<file path="src/rtl/cursor_controller_if.sv">
// Button, occupancy and cursor/select signals between the board pins, game FSM and cursor overlay.
// The slave modport is the cursor controller; the master modport is whoever drives the buttons.
interface cursor_controller_if;
  logic       enable;
  logic       btn_up;
  logic       btn_down;
  logic       btn_left;
  logic       btn_right;
  logic       btn_select;
  logic [8:0] cell_occupied;
  logic [3:0] sel_position;
  logic       select_valid;
  logic       select_reject;
  logic [3:0] select_index;

  modport slave (
    input  enable, btn_up, btn_down, btn_left, btn_right, btn_select, cell_occupied,
    output sel_position, select_valid, select_reject, select_index
  );

  modport master (
    output enable, btn_up, btn_down, btn_left, btn_right, btn_select, cell_occupied,
    input  sel_position, select_valid, select_reject, select_index
  );
endinterface

</file>
<file path="src/rtl/cursor_controller.sv">
// Purpose: debounced 5-button 3x3 cursor with select pulses; define CURSOR_WRAP_EN for modulo-3 wrap at grid edges.
// Latency: raw press held steady -> cursor/pulse update DEBOUNCE_CYCLES+4 edges later.
// Backpressure: none; events arriving with enable=0 or losing arbitration are dropped.
module cursor_controller #(
  parameter int DEBOUNCE_CYCLES = 250000,
  parameter int RESET_POS       = 4
) (
  input logic                 clk,
  input logic                 rst,
  cursor_controller_if.slave  bus
);

  localparam int NB = 5;
  localparam int CW = (DEBOUNCE_CYCLES > 1) ? $clog2(DEBOUNCE_CYCLES) : 1;
  localparam logic [CW-1:0] CNT_MAX = CW'(DEBOUNCE_CYCLES - 1);

`ifdef CURSOR_WRAP_EN
  localparam bit WRAP = 1'b1;
`else
  localparam bit WRAP = 1'b0;
`endif

  // Button bit order: 0 select, 1 up, 2 down, 3 left, 4 right
  logic [NB-1:0] w_raw;
  logic [NB-1:0] r_sync1;
  logic [NB-1:0] r_sync2;
  logic [NB-1:0] r_stable;
  logic [NB-1:0] r_stable_d;
  logic [NB-1:0] r_press;
  logic [CW-1:0] r_cnt [NB];

  logic [1:0] r_row;
  logic [1:0] r_col;
  logic [3:0] r_pos;
  logic       r_sel_vld;
  logic       r_sel_rej;
  logic [3:0] r_sel_idx;

  logic [1:0] w_row_n;
  logic [1:0] w_col_n;
  logic       w_sel_vld;
  logic       w_sel_rej;

  assign w_raw = {bus.btn_right, bus.btn_left, bus.btn_down, bus.btn_up, bus.btn_select};

  always_ff @(posedge clk) begin
    if (rst) begin
      r_sync1    <= '0;
      r_sync2    <= '0;
      r_stable   <= '0;
      r_stable_d <= '0;
      r_press    <= '0;
      for (int i = 0; i < NB; i++) r_cnt[i] <= '0;
    end else begin
      r_sync1    <= w_raw;
      r_sync2    <= r_sync1;
      r_stable_d <= r_stable;
      r_press    <= r_stable & ~r_stable_d;
      for (int i = 0; i < NB; i++) begin
        if (r_sync2[i] == r_stable[i]) begin
          r_cnt[i] <= '0;
        end else if (r_cnt[i] == CNT_MAX) begin
          r_stable[i] <= ~r_stable[i];
          r_cnt[i]    <= '0;
        end else begin
          r_cnt[i] <= r_cnt[i] + 1'b1;
        end
      end
    end
  end

  // Single action per cycle: select > up > down > left > right
  always_comb begin
    w_row_n   = r_row;
    w_col_n   = r_col;
    w_sel_vld = 1'b0;
    w_sel_rej = 1'b0;
    if (bus.enable) begin
      if (r_press[0]) begin
        if (bus.cell_occupied[r_pos]) w_sel_rej = 1'b1;
        else                          w_sel_vld = 1'b1;
      end else if (r_press[1]) begin
        if (r_row != 2'd0) w_row_n = r_row - 2'd1;
        else if (WRAP)     w_row_n = 2'd2;
      end else if (r_press[2]) begin
        if (r_row != 2'd2) w_row_n = r_row + 2'd1;
        else if (WRAP)     w_row_n = 2'd0;
      end else if (r_press[3]) begin
        if (r_col != 2'd0) w_col_n = r_col - 2'd1;
        else if (WRAP)     w_col_n = 2'd2;
      end else if (r_press[4]) begin
        if (r_col != 2'd2) w_col_n = r_col + 2'd1;
        else if (WRAP)     w_col_n = 2'd0;
      end
    end
  end

  always_ff @(posedge clk) begin
    if (rst) begin
      r_row     <= 2'(RESET_POS / 3);
      r_col     <= 2'(RESET_POS % 3);
      r_pos     <= 4'(RESET_POS);
      r_sel_vld <= 1'b0;
      r_sel_rej <= 1'b0;
      r_sel_idx <= 4'd0;
    end else begin
      r_row     <= w_row_n;
      r_col     <= w_col_n;
      r_pos     <= ({2'b00, w_row_n} * 4'd3) + {2'b00, w_col_n};
      r_sel_vld <= w_sel_vld;
      r_sel_rej <= w_sel_rej;
      if (w_sel_vld) r_sel_idx <= r_pos;
    end
  end

  assign bus.sel_position  = r_pos;
  assign bus.select_valid  = r_sel_vld;
  assign bus.select_reject = r_sel_rej;
  assign bus.select_index  = r_sel_idx;

endmodule

</file>
<file path="src/flat_wrapper.sv">
// flat-port wrapper written by rule: the top's interface ports become plain ports
module cursor_controller_flat 
#(
  parameter int DEBOUNCE_CYCLES = 250000,
  parameter int RESET_POS       = 4
)
  (clk, rst, bus_enable, bus_btn_up, bus_btn_down, bus_btn_left, bus_btn_right, bus_btn_select, bus_cell_occupied, bus_sel_position, bus_select_valid, bus_select_reject, bus_select_index);
  cursor_controller_if bus_i ();
  input logic clk;
  input logic rst;
  input wire logic [$bits(bus_i.enable)-1:0] bus_enable;
  input wire logic [$bits(bus_i.btn_up)-1:0] bus_btn_up;
  input wire logic [$bits(bus_i.btn_down)-1:0] bus_btn_down;
  input wire logic [$bits(bus_i.btn_left)-1:0] bus_btn_left;
  input wire logic [$bits(bus_i.btn_right)-1:0] bus_btn_right;
  input wire logic [$bits(bus_i.btn_select)-1:0] bus_btn_select;
  input wire logic [$bits(bus_i.cell_occupied)-1:0] bus_cell_occupied;
  output wire logic [$bits(bus_i.sel_position)-1:0] bus_sel_position;
  output wire logic [$bits(bus_i.select_valid)-1:0] bus_select_valid;
  output wire logic [$bits(bus_i.select_reject)-1:0] bus_select_reject;
  output wire logic [$bits(bus_i.select_index)-1:0] bus_select_index;
  assign bus_i.enable = bus_enable;
  assign bus_i.btn_up = bus_btn_up;
  assign bus_i.btn_down = bus_btn_down;
  assign bus_i.btn_left = bus_btn_left;
  assign bus_i.btn_right = bus_btn_right;
  assign bus_i.btn_select = bus_btn_select;
  assign bus_i.cell_occupied = bus_cell_occupied;
  assign bus_sel_position = bus_i.sel_position;
  assign bus_select_valid = bus_i.select_valid;
  assign bus_select_reject = bus_i.select_reject;
  assign bus_select_index = bus_i.select_index;
  cursor_controller #(.DEBOUNCE_CYCLES(DEBOUNCE_CYCLES), .RESET_POS(RESET_POS)) u_core (.clk(clk), .rst(rst), .bus(bus_i));
endmodule
</file>
<file path="config.mk">
export PLATFORM = sky130hd
export DESIGN_NAME = cursor_controller_flat
export DESIGN_NICKNAME = d
export VERILOG_FILES = /design/src/rtl/cursor_controller_if.sv /design/src/rtl/cursor_controller.sv /design/src/flat_wrapper.sv
export SDC_FILE = /design/constraint.sdc
export NUM_CORES = 1
export LEC_CHECK = 0
export ABC_CLOCK_PERIOD_IN_PS = 3090
export CAP_MARGIN = 20
export CORE_AREA = 2 2 143 89
export CTS_CLUSTER_SIZE = 10
export DETAILED_ROUTE_END_ITERATION = 16
export DIE_AREA = 0 0 145 91
export GPL_TIMING_DRIVEN = 0
export PLACE_DENSITY = 0.8
export SYNTH_ARGS = -nofsm -noshare
export SYNTH_HDL_FRONTEND = slang
export SYNTH_SLANG_ARGS = --single-unit
export TNS_END_PERCENT = 50
</file>
<file path="constraint.sdc">
create_clock -name clk -period 3.09 [get_ports clk]
set_input_delay 0.7725 -clock clk [delete_from_list [all_inputs] [get_ports clk]]
set_output_delay 0.7725 -clock clk [all_outputs]
set_load 0.05 [all_outputs]
</file>
==> impl_metrics.py <==
metrics = {
    "status": {
        "outcome": "finished, final reports clean",
    },
    "yosys": {
        "yosysSeqAreaShare": 0.5446,
        "ys.warnings.count": 0,
        "synth_seq_cells": 129,
        "netlist_instances": 598,
        "syn_area_per_cell_sq_um": 10.70,
        "synth_area_sq_um": 6396,
        "ys_types": 43,
    },
    "power": {
        "swShare": 0.2073,
        "p_sw_uw": 835.0,
        "comb_power_share": 0.040,
        "peakVddDrop_v": 0.0002873,
        "finalPower_mw": 4.027,
        "p_int_mw": 3.192,
        "leakagePower_nw": 2.918,
        "cellPowerDensity_nw_per_um2": 513.0,
        "pwr-share-seq": 0.488,
        "clockPowerShare": 0.472,
    },
    "final_layout": {
        "drive_gt1_frac": 0.07888,
        "fin_nets": 767,
        "antennaDiodeCount": 0,
        "area_delta_synth_final_pct": 22.73,
        "layout_common_cells": "118 x nor2_1, 90 x edfxtp_1, 90 x conb_1",
        "fill_cells": 896,
        "layout_commonest_cell": "nor2_1",
    },
    "drt": {
        "routedLengthMet1_um": 5698,
        "via_count": 4522,
        "routed.top_layer": "met4",
        "drt_iter0_drc": 259,
        "detail-route-antenna-nets": 0,
        "dr.pass1.iters": 5,
        "dr_wl_met2_um": 5928,
        "drc": 0,
        "drt-total-wl_um": 12290,
        "viasPerCell": 4.953,
        "wl_met3_um": 473,
        "wl_per_cell_um": 13.46,
    },
    "sta": {
        "period_minus_slack_ns": 2.731,
        "slew_headroom": 0.5751,
        "hold_slack_ns": 0.3770,
        "worstMarginPinSlew_ns": 0.6326,
        "setup-violations-final": 0,
        "fmax_mhz": 366.2,
        "period_share": 0.8837,
        "rsz0062_at_grt": "false",
        "hold_violations": 0,
        "fin_skew_ns": 0.009375,
        "slew_viol_final": 0,
    },
    "clock_network": {
        "clock_latency_ns": 0.42,
        "cts_buffers": 17,
        "ctsHoldBuffers": 0,
        "cts_max_path_buffers": 2,
        "htree_levels": 4,
        "clk_pin_slew_ns": 0.05,
        "cts_tree": "done",
        "cts_root_buf": "clkbuf_16",
        "clkSinkCount": 129,
    },
    "die": {
        "die_w_um": 145,
        "die-area_sq_um": 13200,
        "top_level_ports": 27,
        "rows": 31,
        "initial_utilization": 0.5407,
        "fp.dieH_um": 91,
        "fp.coreArea_sq_um": 11830,
    },
    "grt": {
        "grt_max_degree": 17,
        "antenna_found_initial": 0,
        "grt_pass1_wl_um": 20180,
        "grt_pass1_vias": 4393,
        "grt_overflow": 0,
        "grt_usage": 0.1918,
    },
    "setup_path": {
        "crit_path_cell_trace": "inv_1, ha_1, nand3_1, a21oi_2, a221oi_4, fa_1, inv_1, ha_1, fa_1, or2_2",
        "crit_fanout": 5,
        "cp_data_arrival_time_ns": 3.03,
        "cp-start-kind": "register",
        "worstSetupPathType": "register to register",
        "crit_path_max_incr_delay_ns": 0.51,
        "worstSetupEndpointType": "register",
        "worst_path_max_delay_cell": "fa_1",
        "cp.required_ns": 3.39,
    },
    "placement": {
        "dp_hpwl_um": 8619,
        "portBuffers": 26,
        "gp_congestion": 0.8507,
    },
    "hold_path": {
        "hold_path.class": "register to register",
    },
    "flow_run": {
        "drv_cap": 0,
    },
}
## kinds of logic after synthesis
group / synth area share
AOI/OAI and AO/OA: 0.01721
buffers and inverters: 0.02680
DFF: 0.5446
other: 0.0005863
and+or+nand+nor: 0.2435
xor gates and xnor gates: 0.1164
adders and majority gates: 0.03169
muxes: 0.01917
## power by group through the flow
| stage | registers, mW | logic [mW] | clock network, mW |
|---|---|---|---|
| global route | 1.97 | 0.182 | 2.01 |
| finish | 1.96 | 0.161 | 1.90 |
| global placement | 1.99 | 0.146 | 0 |
| floorplan | 1.98 | 0.108 | 0 |
| detailed placement | 2.00 | 0.150 | 0 |
| CTS | 1.96 | 0.155 | 1.93 |
## synth_stat cells
| cell | number | area [sq um] |
|---|---|---|
| nor3_1 | 12 | 60.06 |
| buf_2 | 8 | 40.04 |
| clkbuf_1 | 6 | 22.52 |
| inv_1 | 19 | 71.32 |
| ha_1 | 13 | 162.7 |
| nand2b_4 | 1 | 13.76 |
| edfxtp_1 | 90 | 2703 |
| a31oi_4 | 1 | 21.27 |
| fa_1 | 2 | 40.04 |
| nor4b_1 | 5 | 43.79 |
| or2_1 | 4 | 25.02 |
| a221oi_1 | 1 | 8.760 |
| nand2_1 | 28 | 105.1 |
| buf_4 | 2 | 15.01 |
| nor3b_1 | 4 | 30.03 |
| or3_1 | 2 | 12.51 |
| mux2i_1 | 10 | 100.1 |
| or2_2 | 4 | 25.02 |
| nor4_2 | 2 | 25.02 |
| and2_1 | 1 | 6.260 |
| nand4_1 | 15 | 93.84 |
| xor2_1 | 44 | 385.4 |
| nand3_1 | 37 | 185.2 |
| and4b_2 | 1 | 11.26 |
| xnor2_1 | 41 | 359.1 |
| nand3b_1 | 4 | 30.03 |
| and3_1 | 13 | 81.33 |
| a21oi_1 | 3 | 15.01 |
| dfxtp_1 | 39 | 780.8 |
| o21ai_0 | 3 | 15.01 |
| nor2_1 | 118 | 442.9 |
| buf_6 | 2 | 22.52 |
| nor4_1 | 7 | 43.79 |
| nand2b_1 | 14 | 87.58 |
| a22o_1 | 3 | 26.28 |
| nor2b_1 | 26 | 162.7 |
| a22oi_1 | 2 | 15.01 |
| and4_1 | 5 | 43.79 |
| nor2b_4 | 1 | 13.76 |
| mux4_2 | 1 | 22.52 |
| conb_1 | 1 | 3.750 |
| or2b_1 | 2 | 15.01 |
| o22a_1 | 1 | 8.760 |
## metal layers
layer  global-route usage  up-vias
met5                    0        -
met4              0.08086        0
met3              0.04372       15
met2               0.3190       85
met1               0.2438     2183
li1                     -     2239
## cell type report
class | instances | area [sq um] | share of cell area
repair buffers | 29 | 285.3 | 0.03634
plain buffers | 18 | 100.1 | 0.01275
flip-flops and latches | 129 | 3483 | 0.4437
well taps | 165 | 206.4 | 0.02630
clock inverters | 3 | 15.01 | 0.001913
inverters | 19 | 71.32 | 0.009085
clock buffers | 29 | 554.3 | 0.07061
multi-input cells | 521 | 3134 | 0.3993
## through the flow
step | cells | instance area (sq um) | utilization | setup WS, ns | setup TNS [ns]
final | 913 | 7850 | 0.6636 | 0.3594 | 0
after global routing | 913 | 7850 | 0.6636 | 0.2230 | 0
after CTS | 912 | 7797 | 0.6591 | 0.01365 | 0
after detailed placement | 878 | 7197 | 0.6084 | -0.6180 | -1.028
after global placement | 878 | 7197 | 0.6084 | -0.5623 | -0.8207
after floorplan | 687 | 6730 | - | 0.1631 | 0
## critical path: cells and delay by family, from the launching register on
family,cells,cell delay (ns)
simple gates,2,0.37
buf+inv,2,0.12
fa+ha+maj,4,1.40
compound gates,2,0.28
flops,1,0.44
## sequential cells by signal (all words and copies together), names as in the netlist, 2 cells and up
signal	cells
u_core.bus.sel_position	4
u_core.bus.select_index	4
u_core.r_cnt	90
u_core.r_col	2
u_core.r_press	5
u_core.r_row	2
u_core.r_stable	5
u_core.r_stable_d	5
u_core.r_sync1	5
u_core.r_sync2	5
## path summary, 6_finish.rpt
path | slack [ns] | depth (start not counted) | end | start
setup / recovery | 0.36 | 10 | u_core.bus.sel_position[2] | u_core.r_row[1]
hold / removal | 0.38 | 1 | u_core.r_press[0] | u_core.r_stable_d[0]
setup reg to reg | 0.36 | 10 | u_core.bus.sel_position[2] | u_core.r_row[1]
hold reg to reg | 0.38 | 1 | u_core.r_press[0] | u_core.r_stable_d[0]
## repair_timing
action,in CTS,in global routing
setup endpoints to repair,1,1
gates cloned,0,0
pin swaps,2,2
buffers inserted,2,1
resized for setup,5,9
(Power assumes the default switching activity.)
